<file path="src/rtl/shift_seq.sv">
// shift_seq: command-driven rotate / arithmetic-shift sequencer with
// valid/ready command and response handshakes.
// Define SHIFT_SEQ_ABORT_EN to add the abort input and rsp_aborted flag.
module shift_seq #(
   parameter  int WIDTH = 8,
   localparam int CW    = (WIDTH > 1) ? $clog2(WIDTH) : 1
) (
   input  logic             clock,
   input  logic             reset,
   input  logic             cmd_valid,
   output logic             cmd_ready,
   input  logic [1:0]       cmd_op,
   input  logic [CW-1:0]    cmd_count,
   input  logic [WIDTH-1:0] cmd_data,
   output logic             rsp_valid,
   input  logic             rsp_ready,
   output logic [WIDTH-1:0] rsp_data,
   output logic [WIDTH-1:0] q,
`ifdef SHIFT_SEQ_ABORT_EN
   input  logic             abort,
   output logic             rsp_aborted,
`endif
   output logic             busy
);

   localparam logic [1:0] IDLE  = 2'd0;
   localparam logic [1:0] SHIFT = 2'd1;
   localparam logic [1:0] DONE  = 2'd2;

   localparam logic [1:0] OP_ROL = 2'b00;
   localparam logic [1:0] OP_ROR = 2'b01;
   localparam logic [1:0] OP_ASR = 2'b10;

   logic [1:0]       state_q, state_d;
   logic [WIDTH-1:0] q_q, q_d;
   logic [1:0]       op_q, op_d;
   logic [CW-1:0]    cnt_q, cnt_d;
   logic [WIDTH-1:0] step_val;
   logic             accept;
   logic             abort_hit;

   assign cmd_ready = (state_q == IDLE);
   assign rsp_valid = (state_q == DONE);
   assign busy      = (state_q != IDLE);
   assign accept    = cmd_valid & cmd_ready;
   assign q         = q_q;
   assign rsp_data  = q_q;

`ifdef SHIFT_SEQ_ABORT_EN
   logic ab_q, ab_d;

   // Abort only counts while shifting; IDLE and DONE ignore it.
   assign abort_hit   = abort & (state_q == SHIFT);
   assign rsp_aborted = ab_q;

   // Aborted flag: set by an abort in SHIFT, cleared by the next accept.
   always_comb begin
      ab_d = ab_q;
      if (accept) begin
         ab_d = 1'b0;
      end else if (abort_hit) begin
         ab_d = 1'b1;
      end
   end

   // Aborted flag register.
   always_ff @(posedge clock or posedge reset) begin
      if (reset) begin
         ab_q <= 1'b0;
      end else begin
         ab_q <= ab_d;
      end
   end
`else
   assign abort_hit = 1'b0;
`endif

   // One step of the latched operation applied to the live register.
   always_comb begin
      step_val = q_q;
      case (op_q)
         OP_ROL:  step_val = {q_q[WIDTH-2:0], q_q[WIDTH-1]};
         OP_ROR:  step_val = {q_q[0], q_q[WIDTH-1:1]};
         OP_ASR:  step_val = {q_q[WIDTH-1], q_q[WIDTH-1:1]};
         default: step_val = q_q;
      endcase
   end

   // Sequencer: accept in IDLE, step in SHIFT, wait for consumer in DONE.
   always_comb begin
      state_d = state_q;
      q_d     = q_q;
      op_d    = op_q;
      cnt_d   = cnt_q;
      case (state_q)
         IDLE: begin
            if (accept) begin
               q_d     = cmd_data;
               op_d    = cmd_op;
               cnt_d   = cmd_count;
               state_d = (cmd_count != '0) ? SHIFT : DONE;
            end
         end
         SHIFT: begin
            if (abort_hit) begin
               cnt_d   = '0;
               state_d = DONE;
            end else begin
               q_d   = step_val;
               cnt_d = cnt_q - CW'(1);
               if (cnt_q == CW'(1)) begin
                  state_d = DONE;
               end
            end
         end
         DONE: begin
            if (rsp_ready) begin
               state_d = IDLE;
            end
         end
         default: begin
            state_d = IDLE;
         end
      endcase
   end

   // State, data, op and step-counter registers.
   always_ff @(posedge clock or posedge reset) begin
      if (reset) begin
         state_q <= IDLE;
         q_q     <= '0;
         op_q    <= '0;
         cnt_q   <= '0;
      end else begin
         state_q <= state_d;
         q_q     <= q_d;
         op_q    <= op_d;
         cnt_q   <= cnt_d;
      end
   end

endmodule

</file>
<file path="config.mk">
export PLATFORM = sky130hd
export DESIGN_NAME = shift_seq
export DESIGN_NICKNAME = d
export VERILOG_FILES = /design/src/rtl/shift_seq.sv
export SDC_FILE = /design/constraint.sdc
export NUM_CORES = 1
export LEC_CHECK = 0
export CAP_MARGIN = 10
export CORE_MARGIN = 4
export CORE_UTILIZATION = 47
export DETAILED_ROUTE_END_ITERATION = 6
export PLACE_DENSITY = 0.82
export SYNTH_ARGS = -nofsm -noshare
export SYNTH_HDL_FRONTEND = slang
export SYNTH_SLANG_ARGS = --single-unit
</file>
<file path="constraint.sdc">
create_clock -name clock -period 4.34 [get_ports clock]
set_input_delay 0.868 -clock clock [delete_from_list [all_inputs] [get_ports clock]]
set_output_delay 0.868 -clock clock [all_outputs]
set_load 0.01 [all_outputs]
</file>
==> impl_metrics.toml <==
[logic_synthesis]
synthDominantCellAreaShare_pct = 37.9
postSynthNetCount = 126
synth_top_cell_by_area = "sky130_fd_sc_hd__dfrtp_1"
ys_warn_count = 0
synth_area_um2 = 990
ys_ff_latch = 15
syn_avg_cell_area_um2 = 9.52
synth_cell_type_count = 31
synth_commonest_cells = "sky130_fd_sc_hd__dfrtp_1 (15), sky130_fd_sc_hd__o21ai_0 (10), sky130_fd_sc_hd__inv_1 (9), sky130_fd_sc_hd__nor2_1 (9), sky130_fd_sc_hd__buf_4 (8)"
netlist_instances = 104
postSynth.topFlopCell = "sky130_fd_sc_hd__dfrtp_1"
synth-seq-area-share_pct = 37.9
synth.most_common_cell = "sky130_fd_sc_hd__dfrtp_1"
synth-edff-count = 0
synthTopCellsByArea = "sky130_fd_sc_hd__dfrtp_1 (38%), sky130_fd_sc_hd__ha_1 (6.3%), sky130_fd_sc_hd__a221oi_1 (6.2%), sky130_fd_sc_hd__o2bb2ai_1 (6.2%), sky130_fd_sc_hd__buf_4 (6.1%)"
async_reset_ff_share_pct = 100

[worst_setup_path]
worst_r2r_path_depth = 3
worstReg2RegEnd = "q[1]$_DFFE_PP0P_"
flop_to_flop_setup_slack_ns = 2.50
reg2reg_from = "state_q[0]$_DFFE_PP0P_"
critical_path_arrival_ns = 1.75
timing.critical_path.from_type = "flop"
critPathMaxStageDelay_ns = 0.59
worst-endpoint-required_ns = 3.47
timing.setup.critical_path_class = "flop to primary output"
crit_slowest_cell = "sky130_fd_sc_hd__clkdlybuf4s50_1"
worst-path-max-fanout = 13
crit_path_cell_trace = "nor2_1, clkdlybuf4s50_1"
setup.worst_path.end_class = "primary output"

[detailed_routing]
vias_after_detailed_routing = 903
detail_route.first_pass.iterations = 4
drt_drc_violations_left = 0
drt_wl_total_um = 2450
drt-wirelength-per-cell_um = 15.4
initialDrtViolationCount = 21
vias_per_cell = 5.68
ant_nets = 0

[clock_tree]
cts.htree.levels = 1
insertion_delay_ns = 0.30
clock_tree.buffer_depth = 2
cts_tree = "yes"
postCtsSetupRepairBufs = 0
post_cts_hold_buffer_count = 0
post_cts.resized_instances = 0
clock_sinks = 15
cts.clk_slew.worst_paths_ns = 0.10
cts_root_buf = "sky130_fd_sc_hd__clkbuf_4"
tritoncts.num_buffers = 3

[run]
number_of_maximum_capacitance_violations = 0

[global_route]
grt_antenna_before_repair = 0
grt_pass1_wl_um = 4240
grt_remaining_overflow = 0
grt_start_max_net_pins = 16
groute.usage.overall_pct = 20.4
grt_pass1_vias = 980

[power_and_ir_drop]
power_per_cell_area_nw_per_um2 = 841
max-vdd-ir-drop_mv = 0.464
power_leakage_nw = 0.545

[place]
dp_hpwl_um = 1830
placedInstanceArea_um2 = 1290
pre_cts_setup_slack_ns = 2.00
gp_congestion = 0.845
placement.io_buffers = 35

[floorplan]
pin_count = 36
die_ar_um2 = 2900
die-width_um = 53.9
row_count = 16
initial_cell_density_of_the_core_pct = 49.9
core_um2 = 1980
floorplan.die.height_um = 53.9

[finish]
syn_to_final_growth_pct = 33.5
final_layout_size_suffix_gt1_share_pct = 9.85
final_area_um2 = 1320
diode_insertion_count_for_antenna_repair = 0
postLayoutCoreUtil_pct = 66.7
num-nets-final = 155

[sta]
totalNegativeSetupSlack_ns = 0
final-max-slew-violation-count = 0
skew_ns = 0.00678
max_freq_mhz = 382
worstMarginPinSlew_ns = 0.766
final-hold-violation-count = 0
setup_viol_count_final = 0
worst_slack_ns = 1.73
rsz0062_at_grt = "no"
min_period_over_period_pct = 60.2
slew-limit-headroom_pct = 48.4
timing.final.crit_period_ns = 2.61

[min_path]
min_to = "op_q[1]$_DFFE_PP0P_"
start_point_of_the_worst_min_delay_path = "op_q[1]$_DFFE_PP0P_"
holdPathStages = 1
hold_class = "flop to flop"

[status]
run_status = "completed"
## how the worst max path moves through the flow
stage | start | end | slack, ns | depth (start not counted)
final | state_q[0]$_DFFE_PP0P_ | cmd_ready | 1.73 | 2
after global routing | state_q[0]$_DFFE_PP0P_ | busy | 1.66 | 3
after CTS | state_q[0]$_DFFE_PP0P_ | cmd_ready | 1.75 | 2
after floorplan | state_q[0]$_DFFE_PP0P_ | busy | 2.58 | 3
after detailed placement | cmd_valid | q[0]$_DFFE_PP0P_ | 2.00 | 5
after global placement | cmd_valid | q[1]$_DFFE_PP0P_ | 2.04 | 5
## state kept, by name, indices dropped and copies added (netlist names)
name,count
op_q,2
cnt_q,3
q,8
state_q,2
## final cells by class
| type | count | area [µm²] |
|---|---|---|
| clock buffers | 3 | 22.5 |
| clock inverters | 1 | 5.00 |
| fillers | 154 | 661 |
| inverters | 11 | 41.3 |
| multi-input cells | 67 | 493 |
| flip-flops and latches | 15 | 375 |
| well taps | 27 | 33.8 |
| repair buffers | 35 | 350 |
## logic make-up (layout without fill, tap and decap cells)
logic type	after synthesis	count (layout)	synth area share, %
DFF	15	15	37.9
muxes	3	3	3.41
adders and majority gates	5	5	6.32
buffers and inverters	22	50	12.3
AOI/OAI and AO/OA	39	39	30.0
and+or+nand+nor	20	20	10.1
## power by group
part	internal [mW]	switching, mW
combinational	0.355	0.353
sequential	0.214	0.102
clock	0.0344	0.0527
total	0.604	0.507
## per-layer routing
metal,up-vias,part of all wire [%],track usage [%]
li1,429,-,-
met5,-,0,0
met1,423,41,25.7
met3,7,7.7,4.16
met4,0,2.9,14.9
met2,44,48,30.4
## placed cells by master, fill, tap and decap left out, drive strengths merged
cell	Yosys	final
o2bb2ai	7	7
clkbuf	1	3
nand3	1	1
a31oi	2	2
a311oi	1	1
nor2	10	10
o31ai	1	1
clkdlybuf4s50	0	35
dfrtp	15	15
o22ai	1	1
nand2b	3	3
inv	10	10
a32oi	1	1
a21o	1	1
nor3	2	2
mux2	3	3
o41ai	1	1
o21bai	1	1
nor3b	1	1
nand2	1	1
clkinv	1	2
a221oi	7	7
o21ai	10	10
ha	5	5
and2b	1	1
a21oi	6	6
nor2b	1	1
## critical path: cells and delay by family (launching register included)
kind                   cells  cell delay, ns
buffers and inverters      1            0.59
flip-flops                 1            0.56
AND/OR/NAND/NOR            1            0.29
## metrics by stage
step	hold WS (ns)	instances	total power, mW
finish	0.553	159	1.11
global route	0.576	159	1.22
CTS	0.556	159	1.11
detailed placement	0.525	155	1.02
global placement	0.511	155	0.999
floorplan	0.475	104	0.792
No activity file was read; power rests on OpenSTA's default activity.
